File: config.mk
export PLATFORM = sky130hd
export DESIGN_NAME = shaper_filter_mc
export DESIGN_NICKNAME = d
export VERILOG_FILES = /design/src/rtl/shaper_pkg.sv /design/src/rtl/shaper_filter_mc_delay.sv /design/src/rtl/shaper_filter_mc.sv
export SDC_FILE = /design/constraint.sdc
export NUM_CORES = 2
export LEC_CHECK = 0
export ABC_CLOCK_PERIOD_IN_PS = 16300
export CAP_MARGIN = 30
export CORE_ASPECT_RATIO = 1.2
export CORE_MARGIN = 3
export CORE_UTILIZATION = 39
export DETAILED_ROUTE_END_ITERATION = 8
export SKIP_LAST_GASP = 1
export SLEW_MARGIN = 20
export SYNTH_ARGS = -nofsm -noshare
export SYNTH_HDL_FRONTEND = slang
export SYNTH_SLANG_ARGS = --single-unit
File: constraint.sdc
create_clock -name clk -period 16.3 [get_ports clk]
set_input_delay 2.445 -clock clk [delete_from_list [all_inputs] [get_ports clk]]
set_output_delay 2.445 -clock clk [all_outputs]
set_load 0.01 [all_outputs]
File: src/rtl/shaper_pkg.sv
// shaper_pkg: config bundle, pipeline latency and output clamp
// helpers shared by the multi-channel recursive shaping filter.
package shaper_pkg;

  localparam int SHAPER_LAT = 4;
  localparam int CFG_KLW    = 8;
  localparam int CFG_MW     = 16;
  localparam int SAT_W      = 64;

  // Fields sized for the largest supported k/l/m widths;
  // narrower run-time values are zero-extended on load.
  typedef struct packed {
    logic [CFG_KLW-1:0] k;
    logic [CFG_KLW-1:0] l;
    logic [CFG_MW-1:0]  m1;
    logic [CFG_MW-1:0]  m2;
  } shaper_cfg_t;

  function automatic logic signed [SAT_W-1:0] sat_hi(
    input int w
  );
    logic [SAT_W-1:0] one;
    one = SAT_W'(1);
    return $signed((one << (w - 1)) - one);
  endfunction

  // Clamp v into the signed range of a w-bit word.
  function automatic logic signed [SAT_W-1:0] shaper_sat(
    input logic signed [SAT_W-1:0] v,
    input int                      w
  );
    logic signed [SAT_W-1:0] hi;
    logic signed [SAT_W-1:0] lo;
    hi = sat_hi(w);
    lo = ~hi;
    if (v > hi) return hi;
    if (v < lo) return lo;
    return v;
  endfunction

  function automatic logic shaper_clip(
    input logic signed [SAT_W-1:0] v,
    input int                      w
  );
    logic signed [SAT_W-1:0] hi;
    hi = sat_hi(w);
    return (v > hi) || (v < ~hi);
  endfunction

endpackage

File: src/rtl/shaper_filter_mc_delay.sv
// shaper_delay_line: per-channel sample history; registers taps
// x(n), x(n-k), x(n-l), x(n-l-1) with channel/valid (stage S1).
module shaper_delay_line
  import shaper_pkg::*;
#(
  parameter int NCH   = 4,
  parameter int IN_W  = 12,
  parameter int K_MAX = 15,
  parameter int L_MAX = 15,
  parameter int CW    = 2
) (
  input  logic               clk,
  input  logic               reset,
  input  logic               clear,
  input  logic               valid,
  input  logic [CW-1:0]      chan,
  input  logic [IN_W-1:0]    data,
  input  logic [CFG_KLW-1:0] k,
  input  logic [CFG_KLW-1:0] l,
  output logic               tap_valid,
  output logic [CW-1:0]      tap_chan,
  output logic [IN_W-1:0]    x_n,
  output logic [IN_W-1:0]    x_nk,
  output logic [IN_W-1:0]    x_nl,
  output logic [IN_W-1:0]    x_nl1
);

  // hist[c][i] holds x(n-1-i) of channel c
  localparam int HD = (K_MAX > L_MAX + 1) ? K_MAX : L_MAX + 1;

  logic [IN_W-1:0] hist [NCH][HD];
  logic [IN_W-1:0] row  [HD];
  logic [IN_W-1:0] nk;
  logic [IN_W-1:0] nl;
  logic [IN_W-1:0] nl1;
  logic            accept;

  assign accept = valid && (int'(chan) < NCH);

  always_comb begin
    for (int i = 0; i < HD; i++) row[i] = '0;
    for (int c = 0; c < NCH; c++)
      if (int'(chan) == c) row = hist[c];
    // k=0 selects x(n) itself so dk becomes 0
    nk  = (k == '0) ? data : '0;
    nl  = (l == '0) ? data : '0;
    nl1 = '0;
    for (int i = 0; i < HD; i++) begin
      if (int'(k) == i + 1) nk = row[i];
      if (int'(l) == i + 1) nl = row[i];
      if (int'(l) == i) nl1 = row[i];
    end
  end

  always_ff @(posedge clk or negedge reset) begin
    if (!reset) begin
      for (int c = 0; c < NCH; c++)
        for (int i = 0; i < HD; i++)
          hist[c][i] <= '0;
      tap_valid <= 1'b0;
      tap_chan  <= '0;
      x_n       <= '0;
      x_nk      <= '0;
      x_nl      <= '0;
      x_nl1     <= '0;
    end else if (clear) begin
      for (int c = 0; c < NCH; c++)
        for (int i = 0; i < HD; i++)
          hist[c][i] <= '0;
      tap_valid <= 1'b0;
    end else begin
      tap_valid <= accept;
      if (accept) begin
        tap_chan <= chan;
        x_n      <= data;
        x_nk     <= nk;
        x_nl     <= nl;
        x_nl1    <= nl1;
        for (int c = 0; c < NCH; c++) begin
          if (int'(chan) == c) begin
            hist[c][0] <= data;
            for (int i = 1; i < HD; i++)
              hist[c][i] <= hist[c][i-1];
          end
        end
      end
    end
  end

endmodule

File: src/rtl/shaper_filter_mc.sv
// shaper_filter_mc: time-multiplexed recursive pulse shaper.
// Ports: clk/reset, cfg_* + cfg_load, in_* stream, out_* stream, ovf.
module shaper_filter_mc
  import shaper_pkg::*;
#(
  parameter int NCH       = 4,
  parameter int IN_W      = 12,
  parameter int ACC_W     = 32,
  parameter int OUT_W     = 16,
  parameter int OUT_SHIFT = 4,
  parameter int K_MAX     = 15,
  parameter int L_MAX     = 15,
  parameter int COEF_W    = 8,
  localparam int CW = (NCH > 1) ? $clog2(NCH) : 1,
  localparam int KW = (K_MAX > 0) ? $clog2(K_MAX + 1) : 1,
  localparam int LW = (L_MAX > 0) ? $clog2(L_MAX + 1) : 1
) (
  input  logic              clk,
  input  logic              reset,
  input  logic              cfg_load,
  input  logic [KW-1:0]     cfg_k,
  input  logic [LW-1:0]     cfg_l,
  input  logic [COEF_W-1:0] cfg_m1,
  input  logic [COEF_W-1:0] cfg_m2,
  input  logic              in_valid,
  input  logic [CW-1:0]     in_chan,
  input  logic [IN_W-1:0]   in_data,
  output logic              out_valid,
  output logic [CW-1:0]     out_chan,
  output logic [OUT_W-1:0]  out_data,
  output logic              ovf
);

  shaper_cfg_t cfg;
  logic [KW-1:0] k_cl;
  logic [LW-1:0] l_cl;

  assign k_cl = (int'(cfg_k) > K_MAX) ? KW'(K_MAX) : cfg_k;
  assign l_cl = (int'(cfg_l) > L_MAX) ? LW'(L_MAX) : cfg_l;

  always_ff @(posedge clk or negedge reset) begin
    if (!reset) begin
      cfg <= '0;
    end else if (cfg_load) begin
      cfg.k  <= CFG_KLW'(k_cl);
      cfg.l  <= CFG_KLW'(l_cl);
      cfg.m1 <= CFG_MW'(cfg_m1);
      cfg.m2 <= CFG_MW'(cfg_m2);
    end
  end

  logic            t_valid;
  logic [CW-1:0]   t_chan;
  logic [IN_W-1:0] x_n;
  logic [IN_W-1:0] x_nk;
  logic [IN_W-1:0] x_nl;
  logic [IN_W-1:0] x_nl1;

  shaper_delay_line #(
    .NCH   (NCH),
    .IN_W  (IN_W),
    .K_MAX (K_MAX),
    .L_MAX (L_MAX),
    .CW    (CW)
  ) u_dly (
    .clk       (clk),
    .reset     (reset),
    .clear     (cfg_load),
    .valid     (in_valid),
    .chan      (in_chan),
    .data      (in_data),
    .k         (cfg.k),
    .l         (cfg.l),
    .tap_valid (t_valid),
    .tap_chan  (t_chan),
    .x_n       (x_n),
    .x_nk      (x_nk),
    .x_nl      (x_nl),
    .x_nl1     (x_nl1)
  );

  logic signed [ACC_W-1:0] p_arr [NCH];
  logic signed [ACC_W-1:0] q_arr [NCH];
  logic signed [ACC_W-1:0] s_arr [NCH];

  logic signed [ACC_W-1:0] k_ext, m1_ext, m2_ext;
  logic signed [ACC_W-1:0] dk, d1, p_old, p_new;
  logic signed [ACC_W-1:0] q_old, q_new, s_old, s_new;

  logic                    v2, v3;
  logic [CW-1:0]           ch2, ch3;
  logic signed [ACC_W-1:0] p2, s3;

  assign k_ext  = $signed(ACC_W'(cfg.k));
  assign m1_ext = $signed(ACC_W'(cfg.m1));
  assign m2_ext = $signed(ACC_W'(cfg.m2));

  assign dk = $signed(ACC_W'(x_n)) - $signed(ACC_W'(x_nk));
  assign d1 = $signed(ACC_W'(x_nl)) - $signed(ACC_W'(x_nl1));

  // Each array is read and written in one stage, so the same
  // channel on consecutive cycles sees its own update.
  always_comb begin
    p_old = '0;
    q_old = '0;
    s_old = '0;
    for (int c = 0; c < NCH; c++) begin
      if (int'(t_chan) == c) p_old = p_arr[c];
      if (int'(ch2) == c) begin
        q_old = q_arr[c];
        s_old = s_arr[c];
      end
    end
  end

  assign p_new = p_old + dk - k_ext * d1;
  assign q_new = q_old + m2_ext * p2;
  assign s_new = s_old + q_new + m1_ext * p2;

  logic signed [ACC_W-1:0] sh;
  logic signed [SAT_W-1:0] sh_w;
  logic [OUT_W-1:0]        out_d;
  logic                    clip;

  assign sh    = s3 >>> OUT_SHIFT;
  assign sh_w  = {{(SAT_W-ACC_W){sh[ACC_W-1]}}, sh};
  assign out_d = OUT_W'(shaper_sat(sh_w, OUT_W));
  assign clip  = shaper_clip(sh_w, OUT_W);

  always_ff @(posedge clk or negedge reset) begin
    if (!reset) begin
      for (int c = 0; c < NCH; c++) begin
        p_arr[c] <= '0;
        q_arr[c] <= '0;
        s_arr[c] <= '0;
      end
      v2        <= 1'b0;
      v3        <= 1'b0;
      ch2       <= '0;
      ch3       <= '0;
      p2        <= '0;
      s3        <= '0;
      out_valid <= 1'b0;
      out_chan  <= '0;
      out_data  <= '0;
      ovf       <= 1'b0;
    end else if (cfg_load) begin
      for (int c = 0; c < NCH; c++) begin
        p_arr[c] <= '0;
        q_arr[c] <= '0;
        s_arr[c] <= '0;
      end
      v2        <= 1'b0;
      v3        <= 1'b0;
      out_valid <= 1'b0;
      ovf       <= 1'b0;
    end else begin
      v2        <= t_valid;
      v3        <= v2;
      out_valid <= v3;
      if (t_valid) begin
        ch2 <= t_chan;
        p2  <= p_new;
        for (int c = 0; c < NCH; c++)
          if (int'(t_chan) == c) p_arr[c] <= p_new;
      end
      if (v2) begin
        ch3 <= ch2;
        s3  <= s_new;
        for (int c = 0; c < NCH; c++) begin
          if (int'(ch2) == c) begin
            q_arr[c] <= q_new;
            s_arr[c] <= s_new;
          end
        end
      end
      if (v3) begin
        out_chan <= ch3;
        out_data <= out_d;
        if (clip) ovf <= 1'b1;
      end
    end
  end

endmodule

* Word level (Yosys, flattened, before mapping)
Cells that the tools add are included.
** Storage, ports and cells
- Memory bits (read-only) :: 0
- Latch bits :: 0
- Logic and storage cells :: 291
- Memories kept :: 0
- Bits in writable memories :: 0
- Register bits :: 1317
** Operators by class
- Multiplexer cells :: 102
- Add/subtract/negate cells :: 7
- Equality and inequality tests :: 39
- Bitwise logic cells :: 1
- $lt $le $gt $ge :: 2
- Reductions and logical operators :: 41
- Shift operators :: 0
- Divide/modulo/power cells :: 0
- Multiply operators :: 3
** Operator list (count)
- 192-bit 2-to-1 mux :: 8
- 768-bit 2-to-1 mux :: 2
- 128-bit 2-to-1 mux :: 6
- 32-bit 2-to-1 mux :: 24
- 12-bit 2-to-1 mux :: 48
- 32-bit adder :: 3
- 4-bit equality test, second input constant :: 16
- 9-bit by 32-bit multiplier with 32-bit output :: 2
- 16-bit 2-to-1 mux :: 4
- 2-bit AND reduction :: 17
- 2-bit nonzero test :: 17
- 32-bit by 13-bit adder with 32-bit output :: 1
- 4-bit by 3-bit equality test with 1-bit output, second input constant :: 8
- 32-bit by 18-bit subtractor with 32-bit output :: 1
- 28-bit by 16-bit > comparator with 1-bit output, second input constant :: 1
- 28-bit by 16-bit less-than comparator with 1-bit output, second input constant :: 1
- 12-bit by 12-bit subtractor with 13-bit output :: 2
- 8-bit logical NOT :: 3
- 5-bit by 13-bit multiplier with 18-bit output :: 1
- 4-bit by 2-bit equality test with 1-bit output, second input constant :: 4
- 2-bit equality test, second input constant :: 6
- 1-bit 2-to-1 mux :: 10
- 4-bit by 1-bit equality test with 1-bit output, second input constant :: 2
- 2-bit by 1-bit equality test with 1-bit output, second input constant :: 3
- 3 further kinds :: 5

* Longest topological paths before layout
- Word-level depth :: 21
- Mapped depth :: 37

* Hierarchy
From an unflattened synthesis, not the netlist that was laid out.
** Unflattened totals
- Cell total of the unflattened synthesis :: 7633
- Area, all modules :: 82061.2 um^2
** Modules (own cells, without submodules)
- shaper_filter_mc :: area each 42689.7 um^2, times used 1, cells an instance 4382, seq. area each 12361.9 um^2
- shaper_delay_line :: area each 39371.5 um^2, times used 1, cells an instance 3251, seq. area each 20494.7 um^2

* Least setup slack after synthesis
No wires, ideal clock.
- Path type :: reg-to-reg
- Start :: register cfg[0] (netlist bit)
- End :: register s_arr[127] (netlist bit)
- Slack :: 6.972 ns
- Stages on the path, launching flop included :: 38
- Buffers on the path :: 1
- Data arrival time :: 9.250 ns
- Period minus slack after synthesis :: 9.328 ns
- Path through :: dfrtp_1 -> clkbuf_1 -> nand2_1 -> fa_1 -> inv_1 -> fa_1 -> inv_1 -> fa_1 -> inv_1 -> fa_1 -> inv_1 -> fa_1 -> inv_1 -> ha_1 -> o21ai_1 -> nor3_1 -> o21ai_1 -> and3_1 -> [... 2 more ...] -> a21oi_1 -> xnor2_1 -> inv_1 -> fa_1 -> fa_1 -> fa_1 -> inv_1 -> ha_1 -> a21o_1 -> a21o_1 -> a21o_1 -> a21o_1 -> a211o_1 -> a221oi_1 -> xnor2_1 -> xnor2_1 -> nand2_1 -> a21oi_1
** Between the ends
- Cells in the longest elaborated chain, start to end :: 7
** Ends and longest elaborated chain
- from (decl) :: RTL line shaper_filter_mc.sv:34 : shaper_cfg_t cfg;
- 9-bit by 32-bit multiplier with 32-bit output :: RTL line shaper_filter_mc.sv:117 : assign q_new = q_old + m2_ext * p2;
- 32-bit adder :: RTL line shaper_filter_mc.sv:117
- 32-bit adder (2 in series) :: RTL line shaper_filter_mc.sv:118 : assign s_new = s_old + q_new + m1_ext * p2;
- 32-bit 2-to-1 mux :: RTL line shaper_filter_mc.sv:171 : if (int'(ch2) == c) begin
- 128-bit 2-to-1 mux :: RTL line shaper_filter_mc.sv:167 : if (v2) begin
- 128-bit 2-to-1 mux :: RTL line shaper_filter_mc.sv:147 : end else if (cfg_load) begin
- to (signal, indexed assignment) :: RTL line shaper_filter_mc.sv:173 : s_arr[c] <= s_new;
- to (decl) :: RTL line shaper_filter_mc.sv:84 : logic signed [ACC_W-1:0] s_arr [NCH];
Every way passes these cells. The select of a mux whose other input is x is not followed.
A chain may end at the register's enable or synchronous reset.

* Worst setup path after layout
- Start :: register p2[7]
- End :: register s_arr[31] (netlist bit)
** Between the ends
- Cells in the longest elaborated chain, start to end :: 7
- Elaborated cells between the ends (all ways) :: 8
- Those cells by class :: add/sub (3); mul (2); mux (3)
** Ends and longest elaborated chain
- from (decl) :: RTL line shaper_filter_mc.sv:92 : logic signed [ACC_W-1:0] p2, s3;
- from (signal assigned) :: RTL line shaper_filter_mc.sv:163 : p2 <= p_new;
- 9-bit by 32-bit multiplier with 32-bit output :: RTL line shaper_filter_mc.sv:117
- 32-bit adder :: RTL line shaper_filter_mc.sv:117
- 32-bit adder :: RTL line shaper_filter_mc.sv:118
- 32-bit adder * :: RTL line shaper_filter_mc.sv:118
- 32-bit 2-to-1 mux * :: RTL line shaper_filter_mc.sv:171
- 128-bit 2-to-1 mux * :: RTL line shaper_filter_mc.sv:167
- 128-bit 2-to-1 mux * :: RTL line shaper_filter_mc.sv:147
Mark *: on every way between the ends. The rest lies on a longest branch, timed or not. The select of a mux whose other input is x is not followed.

==> metrics.md <==
| Metric | Value |
|---|---|
| Crit path max fanout | `17` |
| Die area | `about 0.21 mm2` |
| CP Launch Type | `flip-flop` |
| Worst-Margin Slew | `roughly 1.1 ns` |
| Status | `finished, final reports clean` |
| Vias in the first global route | `approximately 60000` |
| H-tree levels | `4` |
| Met2 wire len | `around 110000 um` |
| M1 wire length | `99100 um` |
| Synth top area share | `between 40 and 50%` |
| Sink Count | `~1300` |
| Clock Latency Late Sink | `0.82 ns` |
| Overflow left after global routing | `0` |
| DRT iter0 DRCs | `slightly above 5000` |
| FMAX | `about 94 MHz` |
| Slowest Stage Delay on Critical Path | `between 0.7 and 0.8 ns` |
| Die Width | `420 um` |
| Critical Path AT | `roughly 11 ns` |
| Antenna-violating nets left | `0` |
| Tcrit/Tclk final | `65.5%` |
| Min-Delay Path Class | `reg -> reg` |
| CTS tree | `built` |
| RSZ-0062 raised after global routing | `no` |
| Die height | `~500 um` |
| Initial Util | `approximately 39%` |
| Reg2Reg Capture Point | `s_arr[31]` |
| Top-count cell post-synth | `dfrtp_1` |
| Post-route cell area | `roughly 0.089 mm2` |
| Via density | `5.86` |
| Port bufs | `~60` |
| Warnings from Yosys | `0` |
| Fin. Hold Viols | `0` |
| Placed cell areas | `between 0.08 and 0.09 mm2` |
| Synth Flop Type | `dfrtp_1` |
| Final worst setup slack | `approximately 5.6 ns` |
| Skew final | `approximately 0.053 ns` |
| Seq cells post-synth | `about 1300` |
| Pre-CTS setup slack | `about 5.7 ns` |
| Fin crit period | `roughly 11 ns` |
| Core box area | `0.204 mm2` |
| Fillers | `18864` |
| GRT Util Overall | `22.6%` |
| CTS Hold Bufs | `0` |
| Residual DRC | `0` |
| Worst Path Required | `roughly 17 ns` |
| Final slew viol count | `0` |
| Relative slew slack | `28.9%` |
| Seq/Total Area, Yosys | `between 40% and 50%` |
| Synth top cells by count | `dfrtp_1 (1313), nand2_1 (1034), a22o_1 (825)` |
| Layout cells sized above 1 | `between 10% and 20%` |
| Mapped Cells | `approximately 7300` |
| Cell variety after synth | `80` |
| Post-cts sizing count | `0` |
| Min-Delay Startpoint | `s3[16]` |
| Setup TNS | `0 ns` |
| Post-synthesis cell area | `0.0802 mm2` |
| Routed via count | `roughly 58000` |
| Final setup fails | `0` |
| R2R Path Start | `p2[7]` |
| Nets | `7930` |
| Hold Crit Endpoint | `s3[16]` |
| Postcts setup bufs | `0` |
| Routed wire length | `about 240000 um` |
| Area delta synth->final | `10.7%` |
| Async set-reset flop share out of synthesis | `100%` |
| Clock root cell | `clkbuf_16` |
| Largest net degree at the start of global routing | `between 150 and 200` |
| Max Cap Violations | `0` |
| WHS Path Cells | `1` |
| Cell taking the most area after synthesis | `dfrtp_1` |
| CP max-delay cell | `o41ai_2` |
| Metal3 WL | `14700 um` |
| Clock Path Buffers | `3` |
| CP endpoint kind | `flip-flop` |
| Clock transition at path regs | `0.06 ns` |
| Rows | `roughly 180` |
| Antenna violations before repair | `3` |
| Crit Path Class | `reg -> reg` |
| Number of synthesized flops with an enable pin | `0` |
| Routability congestion estimate | `between 0.9 and 1` |
| WL/cell | `around 24 um` |
| Worst path most repeated cell | `fa_1` |
| Detailed Routing Iterations Pass 1 | `8` |
| Synth area leaders | `dfrtp_1 (41%), fa_1 (12%), a22o_1 (9.0%)` |
| Syn nets | `~8000` |
| Setup slack, reg-to-reg | `around 5.6 ns` |
| Post-detail-place hpwl | `between 150000 and 200000 um` |
| Reg2reg path depth | `36` |
| Highest Signal Layer | `met4` |
| I/O pin cnt | `just over 60` |
| First-pass GRT wire length | `372000 um` |
| Average cell area after synthesis | `between 10 and 15 um2` |
| CTS buffer count | `145` |
state kept, by name, indices dropped and copies added (netlist names):
signal and cells:
ch2 2, p_arr 128, u_dly.x_nl 12, cfg 24
u_dly.x_nl1 12, ovf 1, out_valid 1, u_dly.tap_chan 2
u_dly.tap_valid 1, p2 32, ch3 2, u_dly.hist 768
u_dly.x_nk 12, s3 28, v3 1, q_arr 128
u_dly.x_n 12, s_arr 128, out_data 16, out_chan 2
v2 1
per-stage QoR:
| stage | hold slack (ns) | util [%] | cells |
|---|---|---|---|
| floorplan | 0.434 | - | 7328 |
| global placement | 0.452 | 40.9 | 9651 |
| detailed placement | 0.458 | 41.0 | 9659 |
| CTS | 0.465 | 43.4 | 9919 |
| global route | 0.499 | 43.6 | 9940 |
| finish | 0.469 | 43.6 | 9941 |
routing by layer:
metal  track usage (%)  up-vias
li1                  -    25383
met1              30.4    30308
met2              36.9     2108
met3              3.45      485
met4              8.69        0
met5                 0        -
layout make-up:
class | count | area [um2] | share of cell area (%)
Sequential cell | 1313 | 32900 | 37.0
Inverter | 608 | 2280 | 2.57
Clock buffer | 204 | 4120 | 4.64
Tap cell | 2653 | 3320 | 3.74
Multi-Input combinational cell | 4891 | 43200 | 48.6
Clock inverter | 56 | 774 | 0.872
Antenna cell | 2 | 5.00 | 0.00564
Timing Repair Buffer | 214 | 2260 | 2.55
critical path, delay by kind of cell, from the launching register on:
family	cells	cell delay, ns
buffers and inverters	7	0.47
DFF	1	0.71
adders and majority gates	10	4.71
AOI/OAI and AO/OA	12	2.94
and+or+nand+nor	4	0.81
xor gates and xnor gates	3	0.92
worst max-delay path by stage:
stage	from	end	slack [ns]	cells past startpoint
6_report	p2[7]	s_arr[31]	5.62	36
5_1_grt	p2[7]	s_arr[61]	5.08	34
4_1_cts	p2[7]	s_arr[31]	5.67	36
3_5_place_dp	p2[7]	s_arr[127]	5.75	36
3_3_place_gp	p2[7]	s_arr[61]	5.90	34
2_1_floorplan	cfg[0]	s_arr[127]	6.97	37
cell families (layout without fill, tap and decap cells):
family,Yosys count,after routing,share of synthesized area [%]
adders and majority gates,715,715,15.7
muxes,387,387,9.53
AOI/OAI and AO/OA,1877,1877,17.0
and+or+nand+nor,1776,1776,9.98
DFF,1313,1313,41.0
buffers and inverters,1124,1082,5.40
other,0,2,0
xor gates and xnor gates,136,136,1.48
placed cells by master (no fill, tap or decap), drive strengths merged, types with 38 or more instances in the layout:
| cell type | instances |
|---|---|
| ha | 230 |
| nand3 | 40 |
| clkbuf | 205 |
| a21oi | 348 |
| nor2b | 45 |
| a22o | 825 |
| dfrtp | 1313 |
| mux4 | 297 |
| clkdlybuf4s50 | 57 |
| inv | 619 |
| nor2 | 195 |
| a21o | 54 |
| xor2 | 38 |
| mux2 | 44 |
| a22oi | 51 |
| xnor2 | 98 |
| o21ai | 335 |
| nand2 | 1034 |
| buf | 156 |
| and2 | 320 |
| mux2i | 46 |
| fa | 485 |
Power is left out: the tool's default activity adds up to more than one toggle a clock period on the data nets, which glitch-free logic cannot reach.
